**src/rtl/full_adder_unit_pkg.sv**
```systemverilog
// Shared constants and result type for the full_adder_unit family.
// Imported by the interface, the top level and any wrappers.
package full_adder_pkg;

  localparam int FA_DEFAULT_WIDTH = 1;
  localparam int FA_MAX_WIDTH     = 64;

  typedef struct packed {
    logic                    carry;
    logic [FA_MAX_WIDTH-1:0] sum;
  } fa_sum_t;

endpackage

```
**src/rtl/full_adder_unit_if.sv**
```systemverilog
// Operand/result bundle for full_adder_unit.
// Signal V exists only when FULL_ADDER_UNIT_OVERFLOW_EN is defined.
interface full_adder_unit_if #(
  parameter int WIDTH = full_adder_pkg::FA_DEFAULT_WIDTH
);

  logic             in_valid;
  logic [WIDTH-1:0] A;
  logic [WIDTH-1:0] B;
  logic             Cin;
  logic [WIDTH-1:0] S;
  logic             Cout;
  logic             out_valid;
`ifdef FULL_ADDER_UNIT_OVERFLOW_EN
  logic             V;

  modport master (output in_valid, A, B, Cin, input S, Cout, out_valid, V);
  modport slave  (input in_valid, A, B, Cin, output S, Cout, out_valid, V);
`else
  modport master (output in_valid, A, B, Cin, input S, Cout, out_valid);
  modport slave  (input in_valid, A, B, Cin, output S, Cout, out_valid);
`endif

endinterface

```
**src/rtl/full_adder_unit_fa_bit.sv**
```systemverilog
// Combinational one-bit full adder: the leaf cell of the ripple chain.
module fa_bit (
  input  logic a,
  input  logic b,
  input  logic ci,
  output logic s,
  output logic co
);

  assign s  = a ^ b ^ ci;
  assign co = (a & b) | (a & ci) | (b & ci);

endmodule

```
**src/rtl/full_adder_unit.sv**
```systemverilog
// Registered ripple-carry adder {Cout,S} = A + B + Cin with one cycle latency.
// Optional signed-overflow output V under FULL_ADDER_UNIT_OVERFLOW_EN.
module full_adder_unit
  import full_adder_pkg::*;
#(
  parameter int WIDTH = FA_DEFAULT_WIDTH
) (
  input logic               clk,
  input logic               rst,
  full_adder_unit_if.slave  bus
);

  logic [WIDTH:0]   carry;
  logic [WIDTH-1:0] sum_c;

  logic [WIDTH-1:0] s_q, s_d;
  logic             cout_q, cout_d;
  logic             valid_q, valid_d;

  assign carry[0] = bus.Cin;

  generate
    for (genvar gi = 0; gi < WIDTH; gi++) begin : g_chain
      fa_bit u_bit (
        .a  (bus.A[gi]),
        .b  (bus.B[gi]),
        .ci (carry[gi]),
        .s  (sum_c[gi]),
        .co (carry[gi+1])
      );
    end
  endgenerate

  // Result registers only move on a valid input, so junk operands while idle are ignored.
  always_comb begin
    s_d     = s_q;
    cout_d  = cout_q;
    valid_d = bus.in_valid;
    if (bus.in_valid) begin
      s_d    = sum_c;
      cout_d = carry[WIDTH];
    end
  end

  always_ff @(posedge clk) begin
    if (rst) begin
      s_q     <= '0;
      cout_q  <= 1'b0;
      valid_q <= 1'b0;
    end else begin
      s_q     <= s_d;
      cout_q  <= cout_d;
      valid_q <= valid_d;
    end
  end

  assign bus.S         = s_q;
  assign bus.Cout      = cout_q;
  assign bus.out_valid = valid_q;

`ifdef FULL_ADDER_UNIT_OVERFLOW_EN
  logic v_q, v_d;

  // Two's-complement overflow: carry into the MSB differs from carry out of it.
  always_comb begin
    v_d = v_q;
    if (bus.in_valid) begin
      v_d = carry[WIDTH] ^ carry[WIDTH-1];
    end
  end

  always_ff @(posedge clk) begin
    if (rst) begin
      v_q <= 1'b0;
    end else begin
      v_q <= v_d;
    end
  end

  assign bus.V = v_q;
`endif

endmodule

```
**src/flat_wrapper.sv**
```systemverilog
// flat-port wrapper written by rule: the top's interface ports become plain ports
module full_adder_unit_flat import full_adder_pkg::*;
#(
  parameter int WIDTH = FA_DEFAULT_WIDTH
)
  (clk, rst, bus_in_valid, bus_A, bus_B, bus_Cin, bus_S, bus_Cout, bus_out_valid);
  full_adder_unit_if #(.WIDTH(WIDTH)) bus_i ();
  input logic clk;
  input logic rst;
  input wire logic [$bits(bus_i.in_valid)-1:0] bus_in_valid;
  input wire logic [$bits(bus_i.A)-1:0] bus_A;
  input wire logic [$bits(bus_i.B)-1:0] bus_B;
  input wire logic [$bits(bus_i.Cin)-1:0] bus_Cin;
  output wire logic [$bits(bus_i.S)-1:0] bus_S;
  output wire logic [$bits(bus_i.Cout)-1:0] bus_Cout;
  output wire logic [$bits(bus_i.out_valid)-1:0] bus_out_valid;
  assign bus_i.in_valid = bus_in_valid;
  assign bus_i.A = bus_A;
  assign bus_i.B = bus_B;
  assign bus_i.Cin = bus_Cin;
  assign bus_S = bus_i.S;
  assign bus_Cout = bus_i.Cout;
  assign bus_out_valid = bus_i.out_valid;
  full_adder_unit #(.WIDTH(WIDTH)) u_core (.clk(clk), .rst(rst), .bus(bus_i));
endmodule
```
**config.mk**
```make
export PLATFORM = sky130hd
export DESIGN_NAME = full_adder_unit_flat
export DESIGN_NICKNAME = d
export VERILOG_FILES = /design/src/rtl/full_adder_unit_pkg.sv /design/src/rtl/full_adder_unit_if.sv /design/src/rtl/full_adder_unit_fa_bit.sv /design/src/rtl/full_adder_unit.sv /design/src/flat_wrapper.sv
export SDC_FILE = /design/constraint.sdc
export NUM_CORES = 1
export LEC_CHECK = 0
export ABC_AREA = 1
export CORE_AREA = 2 2 39 41
export CTS_BUF_LIST = sky130_fd_sc_hd__clkbuf_8
export CTS_CLUSTER_SIZE = 25
export DETAILED_ROUTE_END_ITERATION = 8
export DIE_AREA = 0 0 41 43
export PLACE_DENSITY = 0.42
export SETUP_SLACK_MARGIN = 0.3
export SLEW_MARGIN = 20
export SYNTH_ARGS = -nofsm -noshare
export SYNTH_HDL_FRONTEND = slang
export SYNTH_SLANG_ARGS = --single-unit
```
**constraint.sdc**
```tcl
create_clock -name clk -period 1.3 [get_ports clk]
set_clock_uncertainty 0.05 [all_clocks]
set_input_delay 0.26 -clock clk [delete_from_list [all_inputs] [get_ports clk]]
set_output_delay 0.26 -clock clk [all_outputs]
set_load 0.03 [all_outputs]
```
Yosys cells after proc, flatten, opt, wreduce, memory -nomap -nowiden
Index checks and enable logic that the tools add are counted.
{"block": "op_classes", "bitwise_logic": 7}
{"cell": "$and 1x1->1", "count": 3}
{"cell": "$or 1x1->1", "count": 2}
{"cell": "$xor 1x1->1", "count": 2}
{"block": "word_totals", "elab_cells": 10, "in_bits": 6, "output_inout_bits": 3, "ff_bits": 3}

Logic depth before layout (Yosys ltp)
Gate-level depths: netlist (run 1).
{"block": "logic_depth", "ltp_word": 3, "depth_mapped": 5, "depth_no_buf": 5}

Cells and area by module
A second synthesis (run 1) with hierarchy kept.
{"block": "hier_totals", "hier_cells": 17, "hier_area_um2": 128.9}
{"mod": "full_adder_unit", "seq_area_each_um2": 60.1, "area_each_um2": 108.9, "n_inst": 1, "cells_each": 16}
{"mod": "fa_bit", "seq_area_each_um2": 0.0, "area_each_um2": 20.0, "n_inst": 1, "cells_each": 1}

Least setup slack after synthesis (run 1)
No wires, ideal clock.
{"block": "synth_path", "path_type": "input to register", "start": "input port bus_Cin", "end": "register u_core.s_q, in the netlist u_core.bus.S", "required_time_ns": 1.186, "slack_ns": 0.237, "path_buffers": 0, "arrival_ns": 0.949, "cell_stages": 5, "setup_time_ns": 0.064, "path_cell_list": "fa_1 -> inv_1 -> nand2_1 -> nand2_1 -> nor2_1"}
{"block": "synth_between", "elab_chain_cells": 1}
{"element": "start: declaration", "line_no": "flat_wrapper.sv:13", "source": "input wire logic [$bits(bus_i.Cin)-1:0] bus_Cin;"}
{"element": "$xor 1x1->1", "line_no": "full_adder_unit_fa_bit.sv:10", "source": "assign s = a ^ b ^ ci;"}
{"element": "end signal: assignment", "line_no": "full_adder_unit.sv:47", "source": "s_q <= '0;"}
{"element": "end signal: assignment", "line_no": "full_adder_unit.sv:51", "source": "s_q <= s_d;"}
{"element": "end: declaration", "line_no": "full_adder_unit.sv:16", "source": "logic [WIDTH-1:0] s_q, s_d;"}
No other way between the ends.
A chain may end at the register's enable or synchronous reset.

Final worst setup path (run 1)
{"block": "layout_path", "start": "register u_core.s_q, in the netlist u_core.bus.S", "end": "output port bus_S"}
{"element": "end: declaration", "line_no": "flat_wrapper.sv:14", "source": "output wire logic [$bits(bus_i.S)-1:0] bus_S;"}
No word-level cell between the ends.

==> summary.md, run 1 <==
| Metric | Value |
|---|---|
| Status | `complete, no violations` |
| Number of distinct library cell variants in the gate-level netlist after synthesis | `5` |
| Min Clock Period, post-route | `0.994 ns` |
| Total clock buffers created by CTS | `3` |
| Critical path cell sequence | `buf_6` |
| Number of sinks on the clock net | `3` |
| Critical path launch point type | `flip-flop` |
| Final setup vio count | `0` |
| Diodes inserted | `0` |
| Critical register-to-register path startpoint | `u_core.bus.Cout` |
| Worst EP arrival | `0.68 ns` |
| WHS Endpoint | `u_core.bus.Cout` |
| Share of cells above drive strength 1 | `37.9%` |
| Required time at the worst-slack endpoint | `0.99 ns` |
| Setup slack of the most critical reg-to-reg path | `0.68 ns` |
| Number of buffers inserted for hold repair after clock tree synthesis | `0` |
| Final #Nets | `37` |
| Combined global-route utilization of all metal layers | `4.81%` |
| Clock root cell | `sky130_fd_sc_hd__clkbuf_8` |
| Initial core utilization | `9.31%` |
| Count of nets left with antenna violations after detail routing | `0` |
| Starting DRT DRC Count | `0` |
| Cell Rows | `14` |
| First-pass GRT wire length | `531 um` |
| Depth of the worst register-to-register path | `2` |
| Final-report max-slew violation count | `0` |
| CTS tree | `done` |
| Ranking of synthesized cells by area | `sky130_fd_sc_hd__dfxtp_1 47%, sky130_fd_sc_hd__fa_1 16%, sky130_fd_sc_hd__nor2_1 15%` |
| Congestion Overflow GR | `0` |
| Post-synthesis to final-layout area growth | `116%` |
| Commonest non-fill, non-tap cells in the layout | `5 x sky130_fd_sc_hd__inv_1, 5 x sky130_fd_sc_hd__nor2_1, 5 x sky130_fd_sc_hd__buf_6, 4 x sky130_fd_sc_hd__nand2_1, 3 x sky130_fd_sc_hd__clkbuf_8` |
| Count of buffer and inverter cells on the critical path | `1` |
| Pre-antenna DRT Iters | `1` |
| Max Cap Viol | `0` |
| Number of H-tree levels | `1` |
| Crit Path Class | `reg -> out` |
| RSZ-0062 raised after global routing | `yes` |
| Die H | `43 um` |
| Yosys synthesis warning count | `0` |
| Worst hold slack | `0.435 ns` |
| Min-delay worst type | `in -> reg` |
| Worst-margin pin slew | `0.173 ns` |
| Weighted congestion at the end of routability-driven global placement | `0.548` |
| DRC violations left | `0` |
| Seq cells post-synth | `3` |
| Die ar. | `0.00176 mm^2` |
| Maximum operating frequency | `1.01 GHz` |
| Number of buffers inserted to repair setup after CTS | `0` |
| Worst slew slack as a fraction of its limit | `88.5%` |
| Routed WL per cell | `6.76 um` |
| Type of element capturing the critical path | `primary output` |
| Synthesized cell area | `129 um^2` |
| Post-route setup TNS | `0 ns` |
| Leakage dissipation | `0.144 nW` |
| Synthesized net count | `24` |
| Clock input transition at the sequential cells of the worst setup and hold paths | `0.03 ns` |
| Part of the Yosys area used for sequential elements | `46.6%` |
| Count of vias placed by the detailed router | `138` |
| Max Root-Sink Buffers | `2` |
| P per Cell Area | `1530 mW/mm^2` |
| Syn avg cell area | `7.58 um^2` |
| Horizontal die dimension | `41 um` |
| Number of I/O port buffers | `8` |
| Clock latency at the later pin of the worst-skew pair | `0.21 ns` |
| Hold Path Origin | `bus_Cin` |
| Number of antenna violations at the first check in global routing | `0` |
| Ports placed on the boundary | `9` |
| Via count of the first global-routing pass | `153` |
| End-of-flow core utilization | `20.1%` |
| Gate count after technology mapping | `17` |
| Cell type with the highest aggregate area in the netlist | `sky130_fd_sc_hd__dfxtp_1` |
| Endpoint of the lowest-slack register-to-register path | `u_core.bus.Cout` |
| Post-Route WL | `304 um` |
| Largest voltage drop on the vdd net | `0.324 mV` |
| Final HPWL DP | `215 um` |
| Hold Violations, Final | `0` |
| Largest stage delay on the critical path | `0.33 ns` |
| Cell class contributing the biggest share of worst-path delay | `flip-flops` |
| Slowest stage cell, crit path | `sky130_fd_sc_hd__dfxtp_1` |
| Final clock period utilization by the worst path | `76.5%` |
| Pin count of the biggest net entering global routing | `6` |
| Post-DR vias/cell | `3.07` |
| Worst-path maximum fanout | `2` |
| Area fraction of the dominant cell type after synthesis | `46.6%` |
| Placeable core area | `0.00138 mm^2` |
| Start point of the critical path | `u_core.bus.S` |
| Worst hold path depth | `6` |
==> power breakdown <==
| group | total [W] | switching [W] | internal (W) |
|---|---|---|---|
| registers | 0.000105 | 0.00000431 | 0.000100 |
| logic | 0.0000623 | 0.0000302 | 0.0000321 |
| clock network | 0.000259 | 0.0000579 | 0.000201 |
| total | 0.000426 | 0.0000924 | 0.000333 |
==> routing by layer <==
metal	GRT usage [%]	share of wire, %	vias to the layer above
met1	3.85	38	63
met2	7.50	57	4
met5	0	0	-
li1	-	-	71
met3	3.14	5.3	0
met4	4.00	0	0
==> through the flow <==
| step | instance area, um^2 | setup slack, ns | total power, W | cells |
|---|---|---|---|---|
| final | 278 | 0.306 | 0.000426 | 45 |
| after global routing | 278 | 0.262 | 0.000449 | 45 |
| after CTS | 263 | 0.286 | 0.000428 | 45 |
| after detailed placement | 226 | -0.268 | 0.000166 | 41 |
| after global placement | 226 | -0.253 | 0.000166 | 41 |
| after floorplan | 129 | 0.237 | 0.000132 | 17 |
==> sequential cells by signal, summed over array words and instances (netlist names) <==
register,cells
u_core.bus.S,1
u_core.bus.out_valid,1
u_core.bus.Cout,1
==> final cells by class <==
cell class | count | area, um^2
Fill cell | 169 | 1110
Timing Repair Buffer | 8 | 81.3
Sequential cell | 3 | 62.6
Multi-Input combinational cell | 10 | 53.8
Clock buffer | 3 | 41.3
Tap cell | 16 | 20.0
Inverter | 4 | 15.0
Clock inverter | 1 | 3.75
==> cells in the mapped netlist <==
cell,count
sky130_fd_sc_hd__nor2_1,5
sky130_fd_sc_hd__nand2_1,4
sky130_fd_sc_hd__dfxtp_1,3
sky130_fd_sc_hd__inv_1,4
sky130_fd_sc_hd__fa_1,1
==> repair_timing <==
item                                    CTS  global route
endpoints found under the setup margin    5             3
pin swaps                                 3             3
hold endpoints to repair                  0             0
resized for setup                        26             4
==> worst max-delay path by stage <==
stage,end,slack [ns],depth (start not counted)
6_report,bus_S,0.31,1
4_1_cts,u_core.bus.S,0.29,6
3_5_place_dp,u_core.bus.S,-0.27,6
3_3_place_gp,u_core.bus.S,-0.25,6
5_1_grt,u_core.bus.S,0.26,6
2_1_floorplan,u_core.bus.S,0.24,5
==> logic make-up (layout without fill, tap and decap cells) <==
logic type,count (synthesis),after routing,share of synthesized area (%)
AND/OR/NAND/NOR,9,9,26.2
adder cells (fa/ha/maj),1,1,15.5
flip-flops,3,3,46.6
buffers and inverters,4,16,11.6
(Power assumes the default switching activity.)
==> inputs of run 2 (changes only) <==
- clock period: 1.3 -> 0.9 ns (I/O delays scaled with it)
==> run 2 against run 1 <==
  * Highest routed layer is now met4
  * Largest power group unchanged
  * Critical path depth did not move
  * Critical endpoint unchanged
  * The run now ends with negative setup slack left
  * Cell area rose by 0.90%
  * Register-to-register slack got worse by 0.41 ns
==> summary.md, run 2 (synthesis results as in run 1) <==
| Metric | Value |
|---|---|
| Status | `finished, violations left` |
| Failing checks | `negative setup slack` |
| Number of antenna violations at the first check in global routing | `0` |
| Leakage dissipation | `0.147 nW` |
| Final clock period utilization by the worst path | `102%` |
| DRC violations left | `0` |
| Pre-antenna DRT Iters | `1` |
| Largest voltage drop on the vdd net | `0.418 mV` |
| Share of cells above drive strength 1 | `37.9%` |
| Critical path cell sequence | `buf_6` |
| P per Cell Area | `2200 mW/mm^2` |
| Number of I/O port buffers | `8` |
| Final setup vio count | `2` |
| Total clock buffers created by CTS | `3` |
| Ports placed on the boundary | `9` |
| Commonest non-fill, non-tap cells in the layout | `5 x sky130_fd_sc_hd__inv_1, 5 x sky130_fd_sc_hd__nor2_1, 5 x sky130_fd_sc_hd__buf_6, 4 x sky130_fd_sc_hd__nand2_1, 3 x sky130_fd_sc_hd__clkbuf_8` |
| Met2 Track Usage GR | `6.88%` |
| RSZ-0062 raised after global routing | `yes` |
| Worst hold path depth | `2` |
| Number of buffers inserted to repair setup after CTS | `0` |
| Largest stage delay on the critical path | `0.33 ns` |
| Number of buffers inserted for hold repair after clock tree synthesis | `0` |
| Diodes inserted | `0` |
| Cell Rows | `14` |
| Max Cap Viol | `0` |
| Worst-path maximum fanout | `2` |
| Hold Violations, Final | `0` |
| First-pass GRT wire length | `558 um` |
| Die ar. | `0.00176 mm^2` |
| Cell class contributing the biggest share of worst-path delay | `flip-flops` |
| Worst-margin pin slew | `0.171 ns` |
| Clock root cell | `sky130_fd_sc_hd__clkbuf_8` |
| Met3 GRT Util | `6.28%` |
| Worst-case setup slack after placement | `-0.586 ns` |
| Post-synthesis to final-layout area growth | `117%` |
| Slowest stage cell, crit path | `sky130_fd_sc_hd__dfxtp_1` |
| Min-delay worst type | `in -> reg` |
| Congestion Overflow GR | `0` |
| Routed WL per cell | `6.29 um` |
| Clock latency at the later pin of the worst-skew pair | `0.22 ns` |
| Count of placed standard cells in the final layout, fillers left out | `45` |
| CTS tree | `done` |
| Placeable core area | `0.00138 mm^2` |
| Count of buffer and inverter cells on the critical path | `1` |
| Starting DRT DRC Count | `0` |
| Depth of the worst register-to-register path | `2` |
| Type of element capturing the critical path | `primary output` |
| Final #Nets | `37` |
| Pin count of the biggest net entering global routing | `6` |
| Post-Route WL | `283 um` |
| Number of gates on the worst path with buffers counted | `1` |
| Min Clock Period, post-route | `0.917 ns` |
| Global Route met1 Usage | `3.86%` |
| Most crowded layer after global routing | `met4` |
| Combined global-route utilization of all metal layers | `5.82%` |
| Post-DR vias/cell | `3.09` |
| Horizontal die dimension | `41 um` |
| Number of placed instances, taps included | `41` |
| Via count of the first global-routing pass | `152` |
| Count of vias placed by the detailed router | `139` |
| Clock input transition at the sequential cells of the worst setup and hold paths | `0.03 ns` |
| Final-report max-slew violation count | `0` |
| Worst slew slack as a fraction of its limit | `88.6%` |
| Number of sinks on the clock net | `3` |
| Weighted congestion at the end of routability-driven global placement | `0.549` |
| Count of nets left with antenna violations after detail routing | `0` |
| Critical path launch point type | `flip-flop` |
| Crit Path Class | `reg -> out` |
| Fillers | `162` |
| Required time at the worst-slack endpoint | `0.67 ns` |
| Initial core utilization | `9.31%` |
| Worst EP arrival | `0.69 ns` |
| Post-route worst setup slack | `-0.0167 ns` |
| Max Root-Sink Buffers | `2` |
| Maximum operating frequency | `1.09 GHz` |
| Number of H-tree levels | `1` |
| Die H | `43 um` |
[run 2: cell count changes in the layout (fill, tap and decap cells not counted)]
cell / before / now
sky130_fd_sc_hd__clkdlybuf4s50_1: 2 / 0
sky130_fd_sc_hd__dfxtp_2: 2 / 0
sky130_fd_sc_hd__dfxtp_4: 0 / 2
sky130_fd_sc_hd__dlygate4sd2_1: 0 / 2
[run 2: metrics by stage]
step | TNS [ns] | hold WS [ns] | power, W | instance area [um^2] | utilization [%]
after global placement | -1.16 | 0.420 | 0.000235 | 229 | 16.5
after global routing | -0.158 | 0.203 | 0.000661 | 280 | 20.3
after CTS | -0.0675 | 0.205 | 0.000628 | 274 | 19.8
after detailed placement | -1.15 | 0.427 | 0.000234 | 229 | 16.5
after floorplan | -0.0840 | 0.192 | 0.000189 | 136 | -
final | -0.0255 | 0.208 | 0.000617 | 280 | 20.3
[run 2: final timing paths]
check / start / end / slack (ns)
setup reg to reg: u_core.bus.Cout / u_core.bus.Cout / 0.27
setup / recovery: u_core.bus.S / bus_S / -0.02
hold / removal: rst / u_core.bus.out_valid / 0.21
hold reg to reg: u_core.bus.S / u_core.bus.S / 0.44
[run 2: routing by layer]
| layer | up-vias | part of all wire, % |
|---|---|---|
| met5 | - | 0 |
| met4 | 0 | 3.5 |
| met3 | 2 | 13 |
| met2 | 7 | 48 |
| met1 | 59 | 35 |
| li1 | 71 | - |
[run 2: report_power, final]
group,total [W],internal [W],switching [W]
Combinational,0.0000860,0.0000429,0.0000432
Sequential,0.000148,0.000142,0.00000570
Clock,0.000384,0.000291,0.0000930
Total,0.000617,0.000475,0.000142
[run 2: final cells by class]
class,instances,area [um^2],share of cell area [%]
sequential,3,67.6,24.1
inverter,4,15.0,5.36
timing repair buffer,8,78.8,28.1
clock buffer,3,41.3,14.7
clock inverter,1,3.75,1.34
multi-input combinational,10,53.8,19.2
tap,16,20.0,7.14
[run 2: timing repair]
item	in CTS	in global routing
gates resized for setup	18	1
setup endpoints to repair	6	5
hold endpoints to repair	0	0
pin swaps	3	3
